==> config.mk <==
export PLATFORM = sky130hd
export DESIGN_NAME = uart_tx_arbiter
export DESIGN_NICKNAME = d
export VERILOG_FILES = /design/src/rtl/uart_ctl_pkg.sv /design/src/rtl/rr_arbiter.sv /design/src/rtl/uart_tx_arbiter.sv
export SDC_FILE = /design/constraint.sdc
export NUM_CORES = 1
export LEC_CHECK = 0
export CORE_MARGIN = 3
export CORE_UTILIZATION = 50
export CTS_BUF_LIST = sky130_fd_sc_hd__clkbuf_8 sky130_fd_sc_hd__clkbuf_16
export DETAILED_ROUTE_END_ITERATION = 10
export GPL_ROUTABILITY_DRIVEN = 0
export GPL_TIMING_DRIVEN = 0
export HOLD_SLACK_MARGIN = 0.06
export PLACE_DENSITY_LB_ADDON = 0.2
export SYNTH_ARGS = -nofsm -noshare
export SYNTH_HDL_FRONTEND = slang
export SYNTH_SLANG_ARGS = --single-unit
==> constraint.sdc <==
create_clock -name i_clk -period 3.9 [get_ports i_clk]
set_input_delay 0.39 -clock i_clk [delete_from_list [all_inputs] [get_ports i_clk]]
set_output_delay 0.39 -clock i_clk [all_outputs]
set_load 0.02 [all_outputs]
==> src/rtl/uart_ctl_pkg.sv <==
`default_nettype none
// ============================================================================
// Module      : uart_ctl_pkg
// Description : Shared types, constants and the round-robin pick helper for
//               the UART transmitter arbiter.
// Revision    : 1.0 - initial release
// ============================================================================
package uart_ctl_pkg;

    localparam int BYTE_W  = 8;
    // Widest requester vector the pick helper supports.
    localparam int MAX_REQ = 8;

    typedef enum logic [2:0] {
        S_IDLE      = 3'd0,
        S_LOAD      = 3'd1,
        S_START     = 3'd2,
        S_WAIT_ACK  = 3'd3,
        S_WAIT_DONE = 3'd4,
        S_GAP       = 3'd5
    } state_t;

    // One-hot of the first set bit of vec at or after index start, searching
    // cyclically over the low n bits. Returns zero when no bit is set.
    function automatic logic [MAX_REQ-1:0] rr_first_from(
        input logic [MAX_REQ-1:0] vec,
        input logic [2:0]         start,
        input int                 n
    );
        logic [MAX_REQ-1:0] res;
        logic               found;
        logic [2:0]         idx;
        res   = '0;
        found = 1'b0;
        for (int i = 0; i < MAX_REQ; i++) begin
            idx = 3'((int'(start) + i) % n);
            if ((i < n) && !found && vec[idx]) begin
                res[idx] = 1'b1;
                found    = 1'b1;
            end
        end
        return res;
    endfunction

endpackage
`default_nettype wire

==> src/rtl/rr_arbiter.sv <==
`default_nettype none
// ============================================================================
// Module      : rr_arbiter
// Description : Round-robin selector with a registered priority pointer.
//               The pointer moves to one past the current owner on advance.
// Revision    : 1.0 - initial release
// ============================================================================
module rr_arbiter
    import uart_ctl_pkg::*;
#(
    parameter int NREQ = 4
) (
    input  logic            i_clk,
    input  logic            i_reset_n,
    input  logic [NREQ-1:0] i_valid,
    input  logic [NREQ-1:0] i_owner,
    input  logic            i_advance,
    output logic [NREQ-1:0] o_sel,
    output logic            o_any
);

    localparam int PW = $clog2(NREQ);

    logic [PW-1:0]      r_ptr;
    logic [PW-1:0]      w_owner_idx;
    logic [PW-1:0]      w_ptr_nxt;
    logic [MAX_REQ-1:0] w_vec;
    logic [MAX_REQ-1:0] w_pick;

    // Select the first valid requester at or after the pointer.
    always_comb begin
        w_vec           = '0;
        w_vec[NREQ-1:0] = i_valid;
        w_pick          = rr_first_from(w_vec, 3'(r_ptr), NREQ);
        o_sel           = w_pick[NREQ-1:0];
        o_any           = |w_pick;
    end

    // Next pointer is the owner index plus one, wrapping at NREQ.
    always_comb begin
        w_owner_idx = '0;
        for (int k = 0; k < NREQ; k++) begin
            if (i_owner[k]) begin
                w_owner_idx = PW'(k);
            end
        end
        w_ptr_nxt = (w_owner_idx == PW'(NREQ - 1)) ? '0 : (w_owner_idx + 1'b1);
    end

    // Priority pointer register.
    always_ff @(posedge i_clk or negedge i_reset_n) begin
        if (!i_reset_n) begin
            r_ptr <= '0;
        end else if (i_advance) begin
            r_ptr <= w_ptr_nxt;
        end
    end

endmodule
`default_nettype wire

==> src/rtl/uart_tx_arbiter.sv <==
`default_nettype none
// ============================================================================
// Module      : uart_tx_arbiter
// Description : Shares one byte-wide UART transmitter between NREQ requesters
//               with message-granular round-robin, start/busy sequencing,
//               an inter-byte idle gap and a mid-message lock timeout.
// Revision    : 1.0 - initial release
// ============================================================================
module uart_tx_arbiter
    import uart_ctl_pkg::*;
#(
    parameter int NREQ         = 4,
    parameter int GAP_CYCLES   = 16,
    parameter int LOCK_TIMEOUT = 1024
) (
    input  logic                   i_clk,
    input  logic                   i_reset_n,
    input  logic [NREQ-1:0]        i_req_valid,
    input  logic [NREQ*BYTE_W-1:0] i_req_data,
    input  logic [NREQ-1:0]        i_req_last,
    output logic [NREQ-1:0]        o_req_ready,
    output logic [NREQ-1:0]        o_grant,
    output logic                   o_tx_start,
    output logic [BYTE_W-1:0]      o_tx_data,
    input  logic                   i_tx_busy,
    output logic                   o_abort
);

    localparam int GW = (GAP_CYCLES > 0) ? $clog2(GAP_CYCLES + 1) : 1;
    localparam int TW = $clog2(LOCK_TIMEOUT + 1);

    state_t              r_state, w_state_nxt;
    logic [NREQ-1:0]     r_grant, w_grant_nxt;
    logic [BYTE_W-1:0]   r_data,  w_data_nxt;
    logic                r_last,  w_last_nxt;
    logic [TW-1:0]       r_tmo,   w_tmo_nxt;
    logic [GW-1:0]       r_gap,   w_gap_nxt;
    logic                w_adv;
    logic [NREQ-1:0]     w_sel;
    logic                w_any;
    logic                w_own_valid;
    logic                w_own_last;
    logic [BYTE_W-1:0]   w_own_data;

    rr_arbiter #(
        .NREQ (NREQ)
    ) u_rr (
        .i_clk     (i_clk),
        .i_reset_n (i_reset_n),
        .i_valid   (i_req_valid),
        .i_owner   (r_grant),
        .i_advance (w_adv),
        .o_sel     (w_sel),
        .o_any     (w_any)
    );

    // Only the owner's request lines are observed while a grant is held.
    always_comb begin
        w_own_valid = |(i_req_valid & r_grant);
        w_own_last  = |(i_req_last  & r_grant);
        w_own_data  = '0;
        for (int k = 0; k < NREQ; k++) begin
            if (r_grant[k]) begin
                w_own_data = i_req_data[k*BYTE_W +: BYTE_W];
            end
        end
    end

    // Next-state, datapath updates and pulse outputs.
    always_comb begin
        w_state_nxt = r_state;
        w_grant_nxt = r_grant;
        w_data_nxt  = r_data;
        w_last_nxt  = r_last;
        w_tmo_nxt   = r_tmo;
        w_gap_nxt   = r_gap;
        w_adv       = 1'b0;
        o_req_ready = '0;
        o_tx_start  = 1'b0;
        o_abort     = 1'b0;
        case (r_state)
            S_IDLE: begin
                // Waiting on busy here also covers a frame left running by reset.
                if (w_any && !i_tx_busy) begin
                    w_grant_nxt = w_sel;
                    w_state_nxt = S_LOAD;
                end
            end
            S_LOAD: begin
                if (w_own_valid) begin
                    o_req_ready = r_grant;
                    w_data_nxt  = w_own_data;
                    w_last_nxt  = w_own_last;
                    w_tmo_nxt   = '0;
                    w_state_nxt = S_START;
                end else if (r_tmo == TW'(LOCK_TIMEOUT - 1)) begin
                    o_abort     = 1'b1;
                    w_grant_nxt = '0;
                    w_adv       = 1'b1;
                    w_tmo_nxt   = '0;
                    w_state_nxt = S_IDLE;
                end else begin
                    w_tmo_nxt = r_tmo + 1'b1;
                end
            end
            S_START: begin
                o_tx_start  = 1'b1;
                w_state_nxt = S_WAIT_ACK;
            end
            S_WAIT_ACK: begin
                if (i_tx_busy) begin
                    w_state_nxt = S_WAIT_DONE;
                end
            end
            S_WAIT_DONE: begin
                if (!i_tx_busy) begin
                    w_state_nxt = S_GAP;
                end
            end
            S_GAP: begin
                if (r_gap == GW'(GAP_CYCLES)) begin
                    w_gap_nxt = '0;
                    if (r_last) begin
                        w_grant_nxt = '0;
                        w_adv       = 1'b1;
                        w_state_nxt = S_IDLE;
                    end else begin
                        w_state_nxt = S_LOAD;
                    end
                end else begin
                    w_gap_nxt = r_gap + 1'b1;
                end
            end
            default: begin
                w_state_nxt = S_IDLE;
            end
        endcase
    end

    // State and datapath registers.
    always_ff @(posedge i_clk or negedge i_reset_n) begin
        if (!i_reset_n) begin
            r_state <= S_IDLE;
            r_grant <= '0;
            r_data  <= '0;
            r_last  <= 1'b0;
            r_tmo   <= '0;
            r_gap   <= '0;
        end else begin
            r_state <= w_state_nxt;
            r_grant <= w_grant_nxt;
            r_data  <= w_data_nxt;
            r_last  <= w_last_nxt;
            r_tmo   <= w_tmo_nxt;
            r_gap   <= w_gap_nxt;
        end
    end

    assign o_grant   = r_grant;
    assign o_tx_data = r_data;

endmodule
`default_nettype wire

# Word level (Yosys, flattened, before mapping)
# Index checks and enable logic that the tools add are counted.
# word_totals
ff_bits	34
latch_bits	0
mem_bits_rw	0
romBits	0
input_bits	43
out_inout_bits	18
word_cells	125
memories	0
# classes
n_addsub	6
n_mul	0
div	0
order_cmp	8
n_eq_ne	16
shifts	0
n_mux	57
bitwise_logic	8
n_reduce_logical	23
# op_table
op	count
8-bit two-way mux	7
4-bit two-way mux	8
8-bit OR	3
11-bit two-way mux	2
1-bit two-way mux	19
3-bit two-way mux	6
3-bit one-hot mux with 6 select lines	1
2-bit inequality test (second input constant)	7
3-bit by 4-bit less-than comparator with 1-bit output (second input constant)	3
4-bit one-hot mux with 3 select lines	1
11-bit by 1-bit adder with 11-bit output (second input constant)	1
11-bit by 10-bit == test with 1-bit output (second input constant)	1
1-bit binary-select mux with 3-bit select	3
1-bit demux with 3-bit select	3
3-bit by 1-bit greater-or-equal comparator with 1-bit output (second input constant)	3
4-bit bitwise AND	2
1-bit logical AND	8
4-bit OR reduction	2
8-bit OR reduction	1
3-bit by 2-bit == test with 1-bit output (second input constant)	2
3-bit == test (second input constant)	2
2-bit two-way mux	3
6-bit AND reduction	1
2-bit OR reduction	3
19 further kinds	26

# Longest topological paths before layout
# logic_depth
depth_word	17
ltp_mapped	9
ltp_nobuf	8

# By module
# A second synthesis with hierarchy kept.
# unflattened
hier_cells	251
area_unflattened_um2	2334.7
# by_module_without_submodules
module	instances	cells_per_inst	area_per_inst_um2	seq_area_each_um2
uart_tx_arbiter	1	212	1954.4	800.8
rr_arbiter	1	39	380.4	50.0

# Worst setup path after synthesis
# OpenSTA, ideal clock, no wires.
# synth_timing
kind	flip-flop to flip-flop
startpoint	register u_rr.r_ptr[0]
endpoint	register r_grant[3], in the netlist o_grant[3]
setup_time_ps	126
arrival_time_ps	2325
required_ps	3774
slack_ps	1449
stages_incl_launch_ff	9
path_buffers	1
synth_period_minus_slack_ps	2451
path_cell_list	dfrtp_1 > buf_6 > inv_1 > ha_1 > mux4_1 > nor4b_4 > a211oi_1 > nor2_1 > o311a_1
# synth_via
elab_chain_cells	17
elab_cells_between_ends	59
cone_classes	add/sub: 3; order compare: 8; eq/ne: 1; mux: 25; bitwise: 6; reduce/logical: 16
# synth_rtl
element	line	text
start: declaration	rr_arbiter.sv:24	logic [PW-1:0] r_ptr;
start signal: assignment	rr_arbiter.sv:55	r_ptr <= w_ptr_nxt;
2-bit by 1-bit adder with 2-bit output	uart_ctl_pkg.sv:36	idx = 3'((int'(start) + i) % n);
2-bit OR reduction (no source line)	--	
1-bit bitwise AND (no source line)	--	
3-bit by 4-bit less-than comparator with 1-bit output (implied by the code), or another cell as far along	uart_ctl_pkg.sv:38	res[idx] = 1'b1;
1-bit logical AND (implied by the code) or 1-bit two-way mux (tied branches)	uart_ctl_pkg.sv:38, uart_ctl_pkg.sv:37	
1-bit two-way mux (implied by the code) or 1-bit logical AND (tied branches)	uart_ctl_pkg.sv:38, uart_ctl_pkg.sv:37	
1-bit demux with 3-bit select or 1-bit two-way mux (tied branches)	--	
8-bit OR (no source line) or 1-bit logical NOT (tied branches)	--	
8-bit two-way mux or 1-bit logical AND (tied branches)	uart_ctl_pkg.sv:37	if ((i < n) && !found && vec[idx]) begin
8-bit OR (no source line) or 1-bit two-way mux (tied branches)	--	
8-bit two-way mux or 1-bit logical NOT (tied branches)	uart_ctl_pkg.sv:37	
8-bit OR (no source line) or 1-bit logical AND (tied branches)	--	
8-bit two-way mux (*)	uart_ctl_pkg.sv:37	
8-bit OR reduction	rr_arbiter.sv:36	o_any = |w_pick;
1-bit logical AND	uart_tx_arbiter.sv:84	if (w_any && !i_tx_busy) begin
2-bit inequality test (no source line)	--	
6-bit AND reduction (no source line)	--	
end signal: assignment	uart_tx_arbiter.sv:151	r_grant <= w_grant_nxt;
end: declaration	uart_tx_arbiter.sv:33	logic [NREQ-1:0] r_grant, w_grant_nxt;
# Mark *: on every way between the ends. The rest lies on a longest branch, timed or not. The select of a mux whose other input is x is not followed.
# A chain may end at the register's enable or synchronous reset.

# Worst setup path in the final report
# layout_timing
startpoint	register r_state[2]
endpoint	output port o_abort
# layout_via
elab_chain_cells	2
# layout_rtl
element	line	text
start: declaration	uart_tx_arbiter.sv:32	state_t r_state, w_state_nxt;
start signal: assignment	uart_tx_arbiter.sv:150	r_state <= w_state_nxt;
3-bit by 1-bit == test with 1-bit output	uart_tx_arbiter.sv:81	case (r_state)
1-bit two-way mux	uart_tx_arbiter.sv:81	
end: declaration	uart_tx_arbiter.sv:26	output logic o_abort
# Every way passes these cells.

==> out/metrics.cfg <==
[timing]
clock.fmax_ghz=0.302
worst_slack_ns=0.593
maxSlewHeadroom_pct=36.4
finalHoldViolations=0
fin_crit_ns=3.31
fin_skew_ns=0.00774
finalCritPeriodShare_pct=84.8
worst_slew_pin_slew_ns=0.941
setup_tns_ns=0
maxSlewViolCount=0
rsz0062_at_grt=no
setup_viol=0

[yosys]
synth_cells=260
synth-edff-count=0
syn_area_sq_um=2250
mappedNetlistNets=312
synth_common_cells=34 x dfrtp_1, 31 x nand2_1, 28 x nor2_1
ys_seq_elements=34
synth_fa_ha_area_share_pct=4.99
synthTopCellsByArea=dfrtp_1 38%, nand2_1 5.2%, ha_1 5.0%
synth_top_area_share_pct=37.7
synthSimpleGateAreaFrac_pct=25.6
yosysTopAreaCell=dfrtp_1
synth_cell_types=43
muxShareOfSynthArea_pct=4.83
synth_top_family_by_area=simple AND/OR/NAND/NOR gates
synth_most_common_cell=dfrtp_1
synth_compound_area_share_pct=22.4
synth_xor_area_share_pct=1.17
synth_flop_cell=dfrtp_1
async_flop_share_pct=100
seq_area_frac_synth_pct=37.7
syn_area_per_cell_sq_um=8.67
synth_warnings=0

[pwr]
ir_worst_vdd_v=0.000205
seqPwrFrac_pct=51.4
pwr-share-comb_pct=9.7
clkPwrFrac_pct=38.9
p_int_mw=0.535
power_density_nw_per_um2=228
p_sw_mw=0.151
leakagePower_nw=1.24
switching_share_pct=22.0
p_total_mw=0.686

[place]
placedCellCount=370
place_ws_ns=0.902
hpwl_um=4580
port_buffers=60

[status]
status=finished clean

[floorplan]
chipHeight_um=73.2
num_rows=23
die_x_um=73.2
io_pins=61
core_sq_um=4170
floorplan.die_area_sq_um=5350
start_util_pct=54.0

[clocking]
ctsHoldBuffers=0
clk_path_buf_depth=2
cts_tree=built
post-cts-setup-buffer-count=0
clk-insertion-delay-late_ns=0.29
cts_buffers=5
cts-htree-levels=2
root_buffer=clkbuf_8
cts.clk_slew.worst_paths_ns=0.07
cts.repair.resized=0
cts_sinks=34

[drt]
routed_wl_um=6040
via_count=2241
drtIter0Drc=108
drt-pass1-iter-count=5
antenna_left=0
drc=0
vias_per_cell=5.93
wl_per_cell_um=16.0

[worst_setup_path]
cp.required_ns=3.51
critPathArrivalTime_ns=2.92
crit_type=register to output pin
crit_chain=clkbuf_1 > nor3b_1 > nand3_1 > nor3_1 > clkdlybuf4s50_1
critPathMaxFanout=10
critPathTopFamily=simple AND/OR/NAND/NOR gates
critPathLaunchType=register
crit_cells=5
r2r_cells=8
crit_path_top_delay_cell=nor3b_1
crit_buf_inv=2
crit_path_max_incr_delay_ns=0.82
end_kind=output pin

[finish]
fin_util_pct=72.0
final_nets=379
n_antenna_cell=0
area_delta_synth_final_pct=33.2
drive_above_1_share_pct=4.27
nFillCells=319
finalNonFillerCells=378

[grt]
grt.overflow.total=0
grt_use_total_pct=23.7
antenna_found_initial=0
grt_pass1_wl_um=9840
grt_max_degree=35
grt_pass1_vias=2152

[min_path]
min_path_type=input pin to asynchronous set/reset pin

[run]
maxCapViolCount=0

## worst reg2reg max path, stage by stage, from the launching register on
cell      delay (ns)
dfrtp_1         0.42
buf_6           0.15
inv_1           0.07
ha_1            0.31
mux4_1          0.56
nor4b_4         0.16
a221oi_1        0.56
nand4_1         0.25
a22o_1          0.26
## cell type report
| class | instances | area (sq um) | share of cell area (%) |
|---|---|---|---|
| inverter | 6 | 22.5 | 0.750 |
| buffer | 12 | 52.6 | 1.75 |
| sequential | 34 | 851 | 28.3 |
| clock inverter | 2 | 8.76 | 0.292 |
| timing repair buffer | 60 | 596 | 19.8 |
| tap | 50 | 62.6 | 2.08 |
| clock buffer | 6 | 82.6 | 2.75 |
| multi-input combinational | 208 | 1330 | 44.2 |
## final timing paths
path | start | to | slack [ns]
min in group i_clk | r_tmo[10]$_DFFE_PN0P_ | r_tmo[10]$_DFFE_PN0P_ | 0.51
worst max register to register | u_rr.r_ptr[0]$_DFFE_PN0P_ | r_state[0]$_DFFE_PN0P_ | 1.04
worst max-delay path | r_state[2]$_DFFE_PN0P_ | o_abort | 0.59
worst min-delay path | i_reset_n | r_state[2]$_DFFE_PN0P_ | 0.16
max in group asynchronous | i_reset_n | r_tmo[4]$_DFFE_PN0P_ | 3.25
worst min register to register | r_tmo[10]$_DFFE_PN0P_ | r_tmo[10]$_DFFE_PN0P_ | 0.51
## metrics by stage
stage,area (sq um),hold slack [ns]
after detailed placement,2910,0.497
after floorplan,2250,0.0944
after global placement,2920,0.489
after CTS,3000,0.192
final,3000,0.162
after global routing,3000,0.211
## state kept, by name, summed over array words and instances, names as in the netlist
signal,flops
r_tmo,11
o_tx_data,8
r_gap,5
o_grant,4
r_state,3
u_rr.r_ptr,2
r_last,1
## logic make-up after synthesis
| family | after synthesis |
|---|---|
| muxes | 5 |
| xor gates and xnor gates | 3 |
| DFF | 34 |
| AOI/OAI and AO/OA | 78 |
| adders and majority gates | 9 |
| buffers and inverters | 18 |
| and+or+nand+nor | 113 |
## power groups by stage
stage	Sequential [mW]	Combinational, mW	Clock (mW)
global placement	0.359	0.0655	0
CTS	0.353	0.0668	0.272
floorplan	0.359	0.0126	0
finish	0.353	0.0662	0.267
global route	0.352	0.0711	0.287
detailed placement	0.359	0.0662	0
## cells in the final DEF (no fill, tap or decap), types with 2 or more instances in the layout
| cell | count |
|---|---|
| o21ai_0 | 21 |
| ha_1 | 9 |
| nand2b_1 | 4 |
| nor3_1 | 11 |
| o21a_1 | 2 |
| and4_1 | 3 |
| a2bb2oi_1 | 2 |
| nand3b_1 | 3 |
| and2_1 | 3 |
| xnor2_1 | 2 |
| dfrtp_1 | 34 |
| o21bai_1 | 2 |
| inv_1 | 6 |
| nor2b_1 | 5 |
| a22o_1 | 2 |
| nor2_1 | 28 |
| o311a_1 | 2 |
| nand2_1 | 31 |
| a21oi_1 | 20 |
| clkdlybuf4s50_1 | 59 |
| a211oi_1 | 2 |
| o31ai_1 | 4 |
| a221oi_1 | 11 |
| mux4_2 | 2 |
| nand3_1 | 9 |
| clkbuf_8 | 6 |
| clkbuf_1 | 11 |
| nand4_1 | 3 |
| mux4_1 | 2 |
| a31oi_1 | 3 |
| a22oi_1 | 4 |
| and3_1 | 7 |
## layer usage
metal | global-route usage (%) | vias up | share of wire (%)
li1 | - | 1102 | -
met5 | 0 | - | 0
met1 | 30.3 | 1053 | 42
met3 | 4.41 | 12 | 6.4
met4 | 8.81 | 0 | 1.7
met2 | 39.7 | 74 | 50
(Power assumes the default switching activity.)
